`config.mk`:
```
export PLATFORM = sky130hd
export DESIGN_NAME = i3c_ahb_mgr
export DESIGN_NICKNAME = d
export VERILOG_FILES = /design/src/rtl/i3c_ahb_mgr.sv
export SDC_FILE = /design/constraint.sdc
export NUM_CORES = 1
export LEC_CHECK = 0
export ABC_AREA = 1
export ABC_CLOCK_PERIOD_IN_PS = 1700
export BUFFER_PORTS_ARGS = -buffer_cell sky130_fd_sc_hd__buf_4
export CAP_MARGIN = 20
export CORE_MARGIN = 2
export CORE_UTILIZATION = 30
export DETAILED_ROUTE_END_ITERATION = 6
export GPL_TIMING_DRIVEN = 0
export PLACE_DENSITY = 0.62
export SETUP_SLACK_MARGIN = 0.2
export SLEW_MARGIN = 30
export SYNTH_ARGS = -nofsm -noshare
export SYNTH_HDL_FRONTEND = slang
export SYNTH_SLANG_ARGS = --single-unit
```
`constraint.sdc`:
```
create_clock -name hclk_i -period 1.7 [get_ports hclk_i]
set_input_delay 0.17 -clock hclk_i [delete_from_list [all_inputs] [get_ports hclk_i]]
set_output_delay 0.17 -clock hclk_i [all_outputs]
set_load 0.01 [all_outputs]
```
`src/rtl/i3c_ahb_mgr.sv`:
```
// ---------------------------------------------------------------------------
// i3c_ahb_mgr -- AHB-Lite manager bridge
//
// Turns a CSR-style client request/ack handshake into single AHB-Lite
// transfers (one outstanding transfer, no bursts). Used by the I3C core to
// push and pull queue/FIFO data to and from system memory.
//
// Optional feature: define I3C_AHB_MGR_ALIGN_CHECK_EN to reject requests
// whose byte address is not word aligned. A rejected request issues no AHB
// transfer and is answered one cycle later with an error ack.
//
// Ports:
//   hclk_i, hreset_i          clock, synchronous active-high reset
//   req_i, req_is_wr_i,       client request (valid, direction, byte
//   req_addr_i, req_wdata_i   address, write word)
//   req_stall_o               request not accepted this cycle
//   rd_ack_o, rd_err_o,       read completion pulse, error flag and data
//   rd_data_o                 (data held until the next read ack)
//   wr_ack_o, wr_err_o        write completion pulse and error flag
//   haddr_o .. hwdata_o       AHB-Lite manager outputs
//   hrdata_i, hready_i,       AHB-Lite subordinate responses
//   hresp_i
// ---------------------------------------------------------------------------
module i3c_ahb_mgr #(
    parameter int AHB_ADDR_WIDTH    = 32,
    parameter int AHB_DATA_WIDTH    = 64,
    parameter int CLIENT_DATA_WIDTH = 32
) (
    input  logic                         hclk_i,
    input  logic                         hreset_i,

    input  logic                         req_i,
    input  logic                         req_is_wr_i,
    input  logic [AHB_ADDR_WIDTH-1:0]    req_addr_i,
    input  logic [CLIENT_DATA_WIDTH-1:0] req_wdata_i,
    output logic                         req_stall_o,

    output logic                         rd_ack_o,
    output logic                         rd_err_o,
    output logic [CLIENT_DATA_WIDTH-1:0] rd_data_o,
    output logic                         wr_ack_o,
    output logic                         wr_err_o,

    output logic [AHB_ADDR_WIDTH-1:0]    haddr_o,
    output logic [2:0]                   hburst_o,
    output logic [3:0]                   hprot_o,
    output logic [2:0]                   hsize_o,
    output logic [1:0]                   htrans_o,
    output logic                         hwrite_o,
    output logic [AHB_DATA_WIDTH-1:0]    hwdata_o,
    input  logic [AHB_DATA_WIDTH-1:0]    hrdata_i,
    input  logic                         hready_i,
    input  logic                         hresp_i
);

    localparam int LANES  = AHB_DATA_WIDTH / CLIENT_DATA_WIDTH;
    localparam int LANE_W = (LANES > 1) ? $clog2(LANES) : 1;

    localparam logic [1:0] HTRANS_IDLE   = 2'b00;
    localparam logic [1:0] HTRANS_NONSEQ = 2'b10;

    typedef enum logic [1:0] {
        S_IDLE,
        S_ADDR,
        S_DATA,
        S_ERR
    } state_t;

    state_t state_reg, state_next;

    // Request captured at acceptance; stays put until the next acceptance,
    // which keeps address/data stable through every wait state.
    logic [AHB_ADDR_WIDTH-1:0]    addr_reg;
    logic                         is_wr_reg;
    logic [CLIENT_DATA_WIDTH-1:0] wdata_reg;
    logic                         capture;

    logic rd_ack_reg, rd_ack_next;
    logic rd_err_reg, rd_err_next;
    logic wr_ack_reg, wr_ack_next;
    logic wr_err_reg, wr_err_next;
    logic [CLIENT_DATA_WIDTH-1:0] rd_data_reg, rd_data_next;

    logic                         misaligned;
    logic [LANE_W-1:0]            lane_sel;
    logic [CLIENT_DATA_WIDTH-1:0] rd_lane [LANES];

    // Split the read bus into client-sized lanes and replicate the write
    // word across every lane so any byte-lane decoder sees the right data.
    for (genvar gi = 0; gi < LANES; gi++) begin : g_lane
        assign rd_lane[gi] = hrdata_i[gi*CLIENT_DATA_WIDTH +: CLIENT_DATA_WIDTH];
        assign hwdata_o[gi*CLIENT_DATA_WIDTH +: CLIENT_DATA_WIDTH] = wdata_reg;
    end

    // Word lane within the bus comes from the address bits just above the
    // byte offset; bits above the bus width wrap naturally.
    if (LANES > 1) begin : g_sel
        assign lane_sel = addr_reg[2 +: LANE_W];
    end else begin : g_sel_single
        assign lane_sel = '0;
    end

`ifdef I3C_AHB_MGR_ALIGN_CHECK_EN
    assign misaligned = (req_addr_i[1:0] != 2'b00);
`else
    assign misaligned = 1'b0;
`endif

    // -----------------------------------------------------------------------
    // State and registered outputs
    // -----------------------------------------------------------------------
    always_ff @(posedge hclk_i) begin
        if (hreset_i) begin
            state_reg   <= S_IDLE;
            addr_reg    <= '0;
            is_wr_reg   <= 1'b0;
            wdata_reg   <= '0;
            rd_ack_reg  <= 1'b0;
            rd_err_reg  <= 1'b0;
            wr_ack_reg  <= 1'b0;
            wr_err_reg  <= 1'b0;
            rd_data_reg <= '0;
        end else begin
            state_reg   <= state_next;
            rd_ack_reg  <= rd_ack_next;
            rd_err_reg  <= rd_err_next;
            wr_ack_reg  <= wr_ack_next;
            wr_err_reg  <= wr_err_next;
            rd_data_reg <= rd_data_next;
            if (capture) begin
                addr_reg  <= req_addr_i;
                is_wr_reg <= req_is_wr_i;
                wdata_reg <= req_wdata_i;
            end
        end
    end

    // -----------------------------------------------------------------------
    // Next state and next registered outputs
    // -----------------------------------------------------------------------
    always_comb begin
        state_next   = state_reg;
        capture      = 1'b0;
        rd_ack_next  = 1'b0;
        rd_err_next  = 1'b0;
        wr_ack_next  = 1'b0;
        wr_err_next  = 1'b0;
        rd_data_next = rd_data_reg;

        case (state_reg)
            S_IDLE: begin
                if (req_i) begin
                    if (misaligned) begin
                        // Rejected without touching the bus.
                        wr_ack_next = req_is_wr_i;
                        wr_err_next = req_is_wr_i;
                        rd_ack_next = !req_is_wr_i;
                        rd_err_next = !req_is_wr_i;
                        if (!req_is_wr_i) begin
                            rd_data_next = '0;
                        end
                    end else begin
                        capture    = 1'b1;
                        state_next = S_ADDR;
                    end
                end
            end

            S_ADDR: begin
                if (hready_i) begin
                    state_next = S_DATA;
                end
            end

            S_DATA: begin
                if (hready_i) begin
                    // hresp with hready is still a completion, just a
                    // failed one.
                    state_next = S_IDLE;
                    if (is_wr_reg) begin
                        wr_ack_next = 1'b1;
                        wr_err_next = hresp_i;
                    end else begin
                        rd_ack_next  = 1'b1;
                        rd_err_next  = hresp_i;
                        rd_data_next = hresp_i ? '0 : rd_lane[lane_sel];
                    end
                end else if (hresp_i) begin
                    // First cycle of the two-cycle error response.
                    state_next = S_ERR;
                end
            end

            S_ERR: begin
                if (hready_i) begin
                    state_next = S_IDLE;
                    if (is_wr_reg) begin
                        wr_ack_next = 1'b1;
                        wr_err_next = 1'b1;
                    end else begin
                        rd_ack_next  = 1'b1;
                        rd_err_next  = 1'b1;
                        rd_data_next = '0;
                    end
                end
            end

            default: begin
                state_next = S_IDLE;
            end
        endcase
    end

    // -----------------------------------------------------------------------
    // Outputs
    // -----------------------------------------------------------------------
    assign req_stall_o = !hreset_i && (state_reg != S_IDLE);

    assign rd_ack_o  = rd_ack_reg;
    assign rd_err_o  = rd_err_reg;
    assign rd_data_o = rd_data_reg;
    assign wr_ack_o  = wr_ack_reg;
    assign wr_err_o  = wr_err_reg;

    assign htrans_o = (state_reg == S_ADDR) ? HTRANS_NONSEQ : HTRANS_IDLE;
    assign haddr_o  = addr_reg;
    assign hwrite_o = is_wr_reg;
    assign hburst_o = 3'b000;
    assign hprot_o  = 4'b0011;
    assign hsize_o  = 3'b010;

endmodule

```
Yosys cells after proc, flatten, opt, wreduce, memory -nomap -nowiden. Index checks and enable logic that the tools add are counted. W data, S select, Z words.

Register bits: 103. Input bits: 134. Logic and storage cells: 59. Output and inout bits: 146.

Order comparisons: 1. Reduce and logical (&&, ||, !) cells: 9. Multiplexer cells: 28. Equality and inequality tests: 10. Bitwise gates (word level): 2.

Operators by type and width (count): $mux W32 (8); $pmux W32 S2 (1); $mux W2 (6); $ne A2 B2 Y1 const B (6); $mux W1 (10); $pmux W2 S4 (1); $reduce_and A5 Y1 (1); $eq A2 B2 Y1 const B (2); $pmux W1 S2 (2); $reduce_and A4 Y1 (1); $reduce_bool A2 Y1 (2); $reduce_or A2 Y1 (2); $ne A3 B3 Y1 const B (1); $eq A2 B1 Y1 const B (1); $ge A2 B2 Y1 const B (1); $logic_not A2 Y1 (1); $not A1 Y2 (1); $logic_and A1 B1 Y1 (1); $logic_not A1 Y1 (1); $not A1 Y1 (1).

Logic depth before layout (Yosys ltp). Gate-level depths: netlist of run 1.

Word-level depth: 8. Depth in mapped cells: 6. Gate-level depth less buffers: 6.

Worst setup path before layout of run 1. No wires, ideal clock.

Path type: register -> register. From: reg state_reg[1]. To: reg addr_reg[12] (netlist: haddr_o[12]). Period minus slack after synthesis: 1.146 ns. Setup slack: 0.554 ns. Arrival: 1.033 ns. Required time: 1.587 ns. Cell stages (with the launch flop): 7. Path buffers: 2. Setup time: 0.113 ns. Cells stage by stage: dfxtp_1 > nor2_2 > nand2_2 > buf_4 > buf_6 > o21ai_1 > nor2_1.

Cells in the longest elaborated chain, start to end: 2.

Ends and longest elaborated chain: start: declaration (line 69) `state_t state_reg, state_next;`; start signal: assignment (line 124) `state_reg <= state_next;`; $logic_not A2 Y1 (line 150) `case (state_reg)`; $mux W1 (line 150); end signal: assignment (line 131) `addr_reg <= req_addr_i;`; end: declaration (line 73) `logic [AHB_ADDR_WIDTH-1:0] addr_reg;`.

No other way between the ends. A chain may end at the register's enable or synchronous reset.

Worst setup path in the final report of run 1.
From: in hreset_i. To: out req_stall_o.

Cells in the longest elaborated chain, start to end: 2.

Ends and longest elaborated chain: start: declaration (line 30) `input logic hreset_i,`; $logic_not A1 Y1 (line 217) `assign req_stall_o = !hreset_i && (state_reg != S_IDLE);`; $logic_and A1 B1 Y1 (line 217); end: declaration (line 36) `output logic req_stall_o,`.

No other way between the ends.

==> out/results.ini, run 1 <==
[placement]
dp_slack_ns=0.133
dpl.hpwl_um=10800
numPortBuffers=268
gp_routability_congestion=0.749
dp_cells=1065
placedInstanceArea_sq_um=6660

[clock_network]
cts.repair_timing.setup_buffer_count=0
cts.reportedPaths.clkPinSlew_ns=0.07
cts_htree_levels=3
cts_buffer_depth=2
ctsResizeCount=2
cts_sinks=103
cts_tree=built
worstSkewPairLatency_ns=0.35
cts_root_buffer=clkbuf_16
tritoncts.num_buffers=9
cts_hold_buf=0

[synthesis]
synth.avg_cell_area_sq_um=7.25
seq_area_frac_synth=0.471
post_synth_and_or_nand_nor_area_fraction=0.221
synth_xor_area_frac=0
synth-adder-area-share=0
muxShareOfSynthArea=0
postSynth.asyncResetShare=0
flip_flop_and_latch_count_after_synthesis=103
post_synth_num_cell_types=22
synthesis.area_sq_um=4380
synth-compound-area-share=0.150
postSynthCellCount=604
dominantRegCellSynth=dfxtp_1
yosysWarnings=0
synth_top_family_by_area=simple AND/OR/NAND/NOR gates
synth-edff-count=0

[setup_path]
path_class=in -> out
cp_slowest_cell=clkbuf_1
timing.critical_path.fanout_max=10
critical_path.endpoint_type=output pin
data_arrival_time_of_the_critical_path_ns=1.20
critPathMaxStageDelay_ns=0.41
path_buf_inv=4
rrSetupSlack_ns=0.36
startpoint_type=input pin
cp_cell_sequence=buf_4, clkbuf_1, buf_2, nor2_1, buf_4
cp_top_family=buffers and inverters
cpMostUsedCell=buf_4
required_time_worst_endpoint_ns=1.53

[routing]
drt_iter0_drc=102
post-route-drc-count=0
detail_route.wl_per_cell_um=12.8
first_pass_iteration_count_of_the_detailed_router=4
post_drt_via_cell_ratio=4.24
final_antenna_net_count=0
postRouteWirelength_um=13800
vias=4585

[floorplanning]
die_h_um=125
initial_cell_density_of_the_core=0.304
io_pins=280
number_of_cell_rows=44
fp.dieArea_sq_um=15600
placeable_core_region_sq_um=14400
die_outline_width_um=125

[finish]
area_delta_synth_final_pct=58.3
drive_gt1_frac=0.395
final_common_cell=buf_4
num-fill-cells=1501
diodes=0
layout.cell_area.non_filler_sq_um=6940
final_cell_count_no_fill=1081
mostFrequentLayoutCells=buf_4, nor2_1, nand2_1, dfxtp_1, o21ai_0
finish.net_count=1026

[sta]
worst-slew-pin-transition_ns=0.523
fin_worst_skew_ns=0.00887
period_minus_slack_ns=1.37
max_fclk_mhz=729
whs_ns=0.0428
setup_repair_after_global_routing_missed_its_margin=true
hold_viol=0
layout_worst_path_cycle_share=0.807
maxSlewViolCount=0
setup_slack_ns=0.328
total_negative_slack_ns=0
setup_viol=0
slew-limit-headroom=0.651

[global_route]
pin_count_of_the_biggest_net_entering_global_routing=17
first_global_vias=4301
antenna_found_initial=0
globalRouteOverflowTotal=0
grt_pass1_wl_um=21800
overall_global_routing_usage=0.174

[pwr]
leakagePower_nw=3.41
max-vdd-ir-drop_uv=526
powerDensity_nw_per_um2=982

[run_status]
result_of_the_run=complete, no violations

[worst_hold_path]
holdCritPathClass=in -> reg

[run]
timing.max_cap.violations=0

==> report_power, final <==
group          internal [mW]  switching, mW  total (mW)
Clock                   1.03          0.924        1.95
Sequential              2.66          0.185        2.85
Combinational           1.05          0.963        2.01
Total                   4.74           2.07        6.81
==> logic make-up after synthesis <==
logic type | after synthesis
AO/OA/AOI/OAI | 131
buffers and inverters | 120
flip-flops | 103
other | 2
AND/OR/NAND/NOR | 248
==> synthesized netlist by cell type (3+ instances only) <==
cell | instances | share of area
a21oi_1 | 34 | 0.039
buf_1 | 4 | 0.0034
buf_2 | 5 | 0.0057
buf_4 | 50 | 0.086
buf_6 | 6 | 0.015
clkbuf_1 | 15 | 0.013
dfxtp_1 | 103 | 0.47
inv_1 | 37 | 0.032
inv_2 | 3 | 0.0026
nand2_1 | 103 | 0.088
nor2_1 | 135 | 0.12
o21ai_0 | 67 | 0.077
o21ai_1 | 30 | 0.034
==> per-stage QoR <==
| stage | utilization | power, mW |
|---|---|---|
| final | 0.481 | 6.81 |
| after CTS | 0.481 | 6.92 |
| after global placement | 0.462 | 4.93 |
| after floorplan | - | 3.92 |
| after detailed placement | 0.462 | 4.94 |
| after global routing | 0.481 | 7.24 |
==> area by class of cell <==
| type | instances | area [sq um] | area share |
|---|---|---|---|
| Sequential cell | 103 | 2060 | 0.297 |
| Timing Repair Buffer | 268 | 2010 | 0.290 |
| Multi-Input combinational cell | 390 | 1660 | 0.240 |
| Buffer | 80 | 543 | 0.0783 |
| Clock buffer | 11 | 243 | 0.0350 |
| Tap cell | 184 | 230 | 0.0332 |
| Inverter | 40 | 150 | 0.0216 |
| Clock inverter | 5 | 33.8 | 0.00487 |
==> path summary, 6_finish.rpt <==
check                             start                    endpoint  cells past startpoint
min                      req_addr_i[20]    haddr_o[20]$_SDFFE_PP0P_                      3
max                            hreset_i                 req_stall_o                      5
min reg2reg  rd_data_o[16]$_SDFFE_PP0P_  rd_data_o[16]$_SDFFE_PP0P_                      2
max reg2reg   state_reg[1]$_SDFFE_PP0P_    haddr_o[24]$_SDFFE_PP0P_                      6
==> routing by layer <==
layer  track usage  share of wire  up-vias  routed length (um)
met2         0.290           0.48      157                6570
li1              -              -     2421                   -
met1         0.205           0.42     1994                5870
met4        0.0686          0.016        0                 221
met5             0              0        -                   0
met3        0.0606          0.084       13                1170
==> worst reg2reg max path, stage by stage, from the launching register on <==
cell	delay, ns
dfxtp_1	0.38
nor2_2	0.20
nand2_2	0.13
buf_4	0.20
buf_6	0.15
o21ai_1	0.14
nor2_1	0.05
Power figures use the tool's default switching activity.
==> run 2: changes to the inputs <==
--- a/config.mk
+++ b/config.mk
@@ -5,15 +5,15 @@
 export SDC_FILE = /design/constraint.sdc
 export NUM_CORES = 1
 export LEC_CHECK = 0
-export ABC_AREA = 1
-export ABC_CLOCK_PERIOD_IN_PS = 1700
+export ABC_AREA = 0
+export ABC_CLOCK_PERIOD_IN_PS = 1290
 export BUFFER_PORTS_ARGS = -buffer_cell sky130_fd_sc_hd__buf_4
 export CAP_MARGIN = 20
 export CORE_MARGIN = 2
 export CORE_UTILIZATION = 30
 export DETAILED_ROUTE_END_ITERATION = 6
 export GPL_TIMING_DRIVEN = 0
-export PLACE_DENSITY = 0.62
+export PLACE_DENSITY = 0.63
 export SETUP_SLACK_MARGIN = 0.2
 export SLEW_MARGIN = 30
 export SYNTH_ARGS = -nofsm -noshare
==> constraint.sdc (replaced) <==
create_clock -name hclk_i -period 1.29 [get_ports hclk_i]
set_input_delay 0.129 -clock hclk_i [delete_from_list [all_inputs] [get_ports hclk_i]]
set_output_delay 0.129 -clock hclk_i [all_outputs]
set_load 0.01 [all_outputs]
==> run 2 against run 1 <==
The run now ends with setup timing left. Via count down 9.0%. Non-clock buffer count grew 15. Hold slack lost 0.014 ns. Critical path depth rose by 1. Total power grew 15%. Critical path type is now reg -> reg. Largest cell class unchanged.
==> out/results.ini, run 2 <==
[clock_network]
cts_root_buffer=clkbuf_16
cts.reportedPaths.clkPinSlew_ns=0.07  ; about the same
cts_sinks=103  ; unchanged
cts_hold_buf=0  ; unchanged
worstSkewPairLatency_ns=0.34  ; about the same
cts_htree_levels=3  ; unchanged
cts_tree=built
tritoncts.num_buffers=9  ; unchanged
cts_buffer_depth=2  ; unchanged

[placement]
dpl.hpwl_um=10200  ; -5.7%
numPortBuffers=267  ; -0.37%
placedInstanceArea_sq_um=6410  ; -3.7%
dp_slack_ns=-0.161  ; -0.294 ns
gp_routability_congestion=0.737  ; -1.6%
dp_cells=910  ; -15%

[routing]
final_antenna_net_count=0  ; unchanged
detail_route.wl_per_cell_um=14.5  ; +13%
post-route-drc-count=0  ; unchanged
first_pass_iteration_count_of_the_detailed_router=4  ; unchanged
postRouteWirelength_um=13700  ; -0.91%
vias=4171  ; -9.0%
drt_iter0_drc=169  ; +66%
post_drt_via_cell_ratio=4.41  ; +4.1%

[floorplanning]
placeable_core_region_sq_um=13300  ; -7.5%
fp.dieArea_sq_um=14700  ; -5.8%
die_h_um=121  ; -2.9%
die_outline_width_um=121  ; -2.9%
initial_cell_density_of_the_core=0.309  ; +0.00499
number_of_cell_rows=42  ; -4.5%
io_pins=280  ; unchanged

[synthesis]
synth_top_cell_area_share=0.500  ; +0.0297
postSynth.asyncResetShare=0  ; unchanged
top_cells_by_count_synth=nand2_1, dfxtp_1, a21oi_1, buf_4, mux2i_1
dominantRegCellSynth=dfxtp_1
seq_area_frac_synth=0.500  ; +0.0297
postSynthCellCount=458  ; -24%
synthesis.area_sq_um=4120  ; -5.9%
synth_area_leaders=dfxtp_1, nand2_1, buf_4
yosysTopAreaCell=dfxtp_1
post_synth_num_cell_types=19  ; -14%
synth_most_common_cell=nand2_1
flip_flop_and_latch_count_after_synthesis=103  ; unchanged
yosysWarnings=0  ; unchanged
synth-edff-count=0  ; unchanged
synth.avg_cell_area_sq_um=9.00  ; +24%

[setup_path]
path_class=reg -> reg
timing.critical_path.fanout_max=5  ; -5
cp_cell_sequence=buf_6, or3b_4, buf_4, clkbuf_16, nand2_1, a21oi_1
critical_path.endpoint_type=register
critPathMaxStageDelay_ns=0.40  ; about the same
required_time_worst_endpoint_ns=1.49  ; -0.04 ns
startpoint_type=register
cp_slowest_cell=or3b_4
data_arrival_time_of_the_critical_path_ns=1.59  ; +0.39 ns

[sta]
setup_repair_after_global_routing_missed_its_margin=true
setup_slack_ns=-0.102  ; -0.429 ns
hold_viol=0  ; unchanged
period_minus_slack_ns=1.39
total_negative_slack_ns=-6.03  ; -6.03 ns
setup_viol=98  ; +98
fin_worst_skew_ns=0.00625  ; -0.00262 ns
maxSlewViolCount=0  ; unchanged
layout_worst_path_cycle_share=1.08
whs_ns=0.0288  ; -0.0139 ns
max_fclk_mhz=719

[global_route]
overall_global_routing_usage=0.170  ; -0.00373
first_global_vias=3937  ; -8.5%
globalRouteOverflowTotal=0  ; unchanged
pin_count_of_the_biggest_net_entering_global_routing=17  ; unchanged
antenna_found_initial=0  ; unchanged
grt_pass1_wl_um=19800  ; -9.2%

[finish]
drive_gt1_frac=0.573  ; +0.179
final_cell_count_no_fill=945  ; -13%
area_delta_synth_final_pct=79.6
finish.net_count=899  ; -12%
layout.cell_area.non_filler_sq_um=7400  ; +6.7%
finish.utilization=0.555  ; +0.0736
diodes=0  ; unchanged
final_common_cell=buf_4
mostFrequentLayoutCells=buf_4, nand2_1, dfxtp_1, a21oi_1, mux2i_1

[run_status]
violations=setup timing
result_of_the_run=complete, but fails checks

[pwr]
post-layout-total-power_mw=7.85  ; +15%
max-vdd-ir-drop_uv=820  ; +56%
powerDensity_nw_per_um2=1060  ; +7.9%
leakagePower_nw=3.45  ; +0.93%

[worst_hold_path]
holdCritPathClass=in -> reg

[run]
timing.max_cap.violations=0  ; unchanged

==> run 2: changes by cell type after synthesis, sizes merged, moves of 27 or more <==
| cell | before | now |
|---|---|---|
| o21ai | 97 | 1 |
| mux2i | 0 | 33 |
| o2bb2ai | 0 | 32 |
| nor2 | 137 | 4 |
| nand2 | 104 | 131 |
| inv | 40 | 1 |
| a21oi | 34 | 66 |
==> run 2: final timing paths <==
path	from	to	slack, ns	depth (start not counted)
worst max register to register	state_reg[1]$_SDFFE_PP0P_	wdata_reg[22]$_SDFFE_PP0P_	-0.10	6
worst min register to register	haddr_o[4]$_SDFFE_PP0P_	haddr_o[4]$_SDFFE_PP0P_	0.45	2
worst max-delay path	state_reg[1]$_SDFFE_PP0P_	wdata_reg[22]$_SDFFE_PP0P_	-0.10	6
worst min-delay path	req_wdata_i[27]	wdata_reg[27]$_SDFFE_PP0P_	0.03	3
==> run 2: routing by layer <==
metal,global-route usage,part of all wire,vias to the layer above
met2,0.316,0.54,141
li1,-,-,2089
met5,0,0,-
met4,0.0453,0.0099,0
met3,0.0437,0.066,9
met1,0.192,0.38,1932
==> run 2: critical path: cells and delay by family (launching register included) <==
family / cells / cell delay, ns
flip-flops: 1 / 0.32
buffers and inverters: 3 / 0.42
AND/OR/NAND/NOR: 2 / 0.46
AO/OA/AOI/OAI: 1 / 0.06
==> run 2: cells by family (layout without fill, tap and decap cells) <==
family / count (synthesis) / in the layout / synth area share
muxes: 33 / 33 / 0.0801
AOI/OAI and AO/OA: 100 / 100 / 0.151
buffers and inverters: 77 / 379 / 0.127
and+or+nand+nor: 143 / 143 / 0.140
DFF: 103 / 103 / 0.500
other: 2 / 11 / 0.00182
==> run 2: area by class of cell <==
cell class              instances  area (sq um)
well taps                     176           220
clock buffers                  10           239
plain buffers                  76           638
fillers                      1217          5940
clock inverters                 5          57.6
inverters                       1          3.75
repair buffers                287          2240
multi-input cells             287          1910
flip-flops and latches        103          2100
==> run 2: power breakdown <==
part	switching (mW)	leakage (nW)	total, mW	internal (mW)
clock network	1.17	0.149	2.72	1.55
logic	0.715	2.45	1.67	0.956
registers	0.112	0.851	3.45	3.34
total	2.00	3.45	7.85	5.85
==> run 2: repair_timing <==
item,in CTS,in global routing
cloned,6,1
buffers inserted,9,4
setup endpoints to repair,105,121
pin swaps,5,4
gates resized for setup,81,42
==> run 3: changes to the inputs <==
--- a/config.mk
+++ b/config.mk
@@ -14,7 +14,7 @@
 export DETAILED_ROUTE_END_ITERATION = 6
 export GPL_TIMING_DRIVEN = 0
 export PLACE_DENSITY = 0.63
-export SETUP_SLACK_MARGIN = 0.2
+export SETUP_SLACK_MARGIN = 0.1
 export SLEW_MARGIN = 30
 export SYNTH_ARGS = -nofsm -noshare
 export SYNTH_HDL_FRONTEND = slang
==> run 3 against run 2 <==
The flow still finishes with violations (setup timing). First-iteration DRC count is 11% lower. Maximum frequency fell by 0.91%. Combinational power down 2%. Clock power grew 3%. Die area did not move. Critical path type unchanged. Largest power group unchanged.
==> out/results.ini, run 3 (synthesized netlist as in run 2, its figures left out) <==
[sta]
layout_worst_path_cycle_share=1.09  ; +0.00987
setup_repair_after_global_routing_missed_its_margin=true
maxSlewViolCount=0  ; unchanged
whs_ns=0.0267  ; -0.00218 ns
fin_worst_skew_ns=0.00565  ; -0.000604 ns
setup_viol=82  ; -16%
total_negative_slack_ns=-5.19  ; +0.845 ns
setup_slack_ns=-0.114  ; -0.0127 ns
worst-slew-pin-transition_ns=0.539
max_fclk_mhz=712  ; -0.91%
slew-limit-headroom=0.641
period_minus_slack_ns=1.40  ; +0.0127 ns
hold_viol=0  ; unchanged

[worst_hold_path]
hold_start=req_wdata_i[22]
holdCritPathClass=in -> reg

[setup_path]
worstSetupStartpoint=state_reg[1]$_SDFFE_PP0P_
required_time_worst_endpoint_ns=1.50  ; about the same
path_class=reg -> reg
data_arrival_time_of_the_critical_path_ns=1.62  ; +0.03 ns
r2r-start=state_reg[1]$_SDFFE_PP0P_
timing.critical_path.fanout_max=6  ; +1
startpoint_type=register
critical_path.endpoint_type=register

[global_route]
grt_pass1_wl_um=19600  ; -0.84%
pin_count_of_the_biggest_net_entering_global_routing=16  ; -1
globalRouteOverflowTotal=0  ; unchanged
first_global_vias=3965  ; +0.71%
overall_global_routing_usage=0.170  ; +0.000233
antenna_found_initial=0  ; unchanged

[routing]
postRouteWirelength_um=13700  ; about the same
vias=4150  ; -0.50%
post-route-drc-count=0  ; unchanged
first_pass_iteration_count_of_the_detailed_router=4  ; unchanged
post_drt_via_cell_ratio=4.42  ; +0.13%
final_antenna_net_count=0  ; unchanged
drt_iter0_drc=151  ; -11%
detail_route.wl_per_cell_um=14.6  ; +0.71%

[finish]
diodes=0  ; unchanged
num-fill-cells=1209  ; -0.66%
area.sequential_sq_um=2070  ; -1.5%
mostFrequentLayoutCells=buf_4, nand2_1, dfxtp_1, a21oi_1, mux2i_1
finish.net_count=892  ; -0.78%
drive_gt1_frac=0.541  ; -0.0322
area_delta_synth_final_pct=77.4
final_common_cell=buf_4
area_of_the_multi_input_gates_sq_um=1930  ; +1.3%
layout.cell_area.non_filler_sq_um=7310  ; -1.2%

[placement]
gp_routability_congestion=0.754  ; +2.4%
dpl.hpwl_um=10200  ; about the same
placedInstanceArea_sq_um=6390  ; -0.23%
numPortBuffers=267  ; unchanged
dp_slack_ns=-0.130  ; +0.0309 ns

[floorplanning]
number_of_cell_rows=42  ; unchanged
initial_cell_density_of_the_core=0.309  ; unchanged
placeable_core_region_sq_um=13300  ; unchanged
die_h_um=121  ; unchanged
fp.dieArea_sq_um=14700  ; unchanged
die_outline_width_um=121  ; unchanged
io_pins=280  ; unchanged

[run_status]
violations=setup timing
result_of_the_run=complete, but fails checks

[clock_network]
cts_root_buffer=clkbuf_16
cts_sinks=103  ; unchanged
tritoncts.num_buffers=9  ; unchanged
worstSkewPairLatency_ns=0.34  ; about the same
cts_htree_levels=3  ; unchanged
cts_buffer_depth=2  ; unchanged
cts_tree=built
cts.reportedPaths.clkPinSlew_ns=0.07  ; about the same

[run]
timing.max_cap.violations=0  ; unchanged

[pwr]
powerDensity_nw_per_um2=1080  ; +1.7%
max-vdd-ir-drop_uv=916  ; +12%
post-layout-total-power_mw=7.88  ; +0.46%
leakagePower_nw=3.39  ; -1.6%

[run 3: cell count changes in the layout (fill, tap and decap cells not counted), moves of 3 or more]
| cell | before | now |
|---|---|---|
| o2bb2ai_2 | 26 | 18 |
| buf_8 | 8 | 1 |
| nand2_1 | 129 | 126 |
| o2bb2ai_1 | 0 | 6 |
| mux2i_2 | 1 | 5 |
| mux2i_1 | 31 | 28 |
| dfxtp_2 | 25 | 3 |
| dfxtp_1 | 77 | 100 |
| buf_6 | 21 | 16 |
[run 3: power breakdown]
group	total [mW]	switching [mW]	internal [mW]
Clock	2.80	1.14	1.66
Sequential	3.45	0.114	3.33
Combinational	1.63	0.715	0.919
[run 3: final cells by class]
cell class / instances / area share
Buffer: 76 / 0.0862
Clock buffer: 14 / 0.0375
Tap cell: 176 / 0.0301
Inverter: 1 / 0.000513
Multi-Input combinational cell: 287 / 0.264
Clock inverter: 2 / 0.00513
Sequential cell: 103 / 0.282
Timing Repair Buffer: 280 / 0.294
[run 3: final timing paths]
check                                    end  slack (ns)  depth (start not counted)
setup reg to reg  wdata_reg[30]$_SDFFE_PP0P_       -0.11                          6
setup / recovery  wdata_reg[30]$_SDFFE_PP0P_       -0.11                          6
hold reg to reg     haddr_o[19]$_SDFFE_PP0P_        0.45                          2
hold / removal    wdata_reg[22]$_SDFFE_PP0P_        0.03                          3
[run 3: per-layer routing]
layer  GRT usage  wire length [um]  share of wire
met1       0.194              5310           0.39
met2       0.298              7280           0.53
met5           0                 0              0
met4      0.0553               200          0.015
met3      0.0592               913          0.067
[run 3: repair_timing]
item	CTS	global route
hold buffers	0	0
setup endpoints to repair	98	98
pin swaps	0	11
gates resized for setup	26	70
buffers inserted	4	5
cloned	1	3
[run 3: per-stage QoR]
step | utilization | instances
2_1_floorplan | - | 467
3_3_place_gp | 0.479 | 910
3_5_place_dp | 0.479 | 910
4_1_cts | 0.512 | 931
5_1_grt | 0.548 | 939
6_report | 0.548 | 939
[run 3: worst max-delay path: stages, from the launching register on]
cell	delay [ns]
dfxtp_2	0.32
buf_6	0.12
or3b_4	0.39
buf_4	0.16
clkbuf_8	0.14
nand2_1	0.07
a21oi_1	0.07
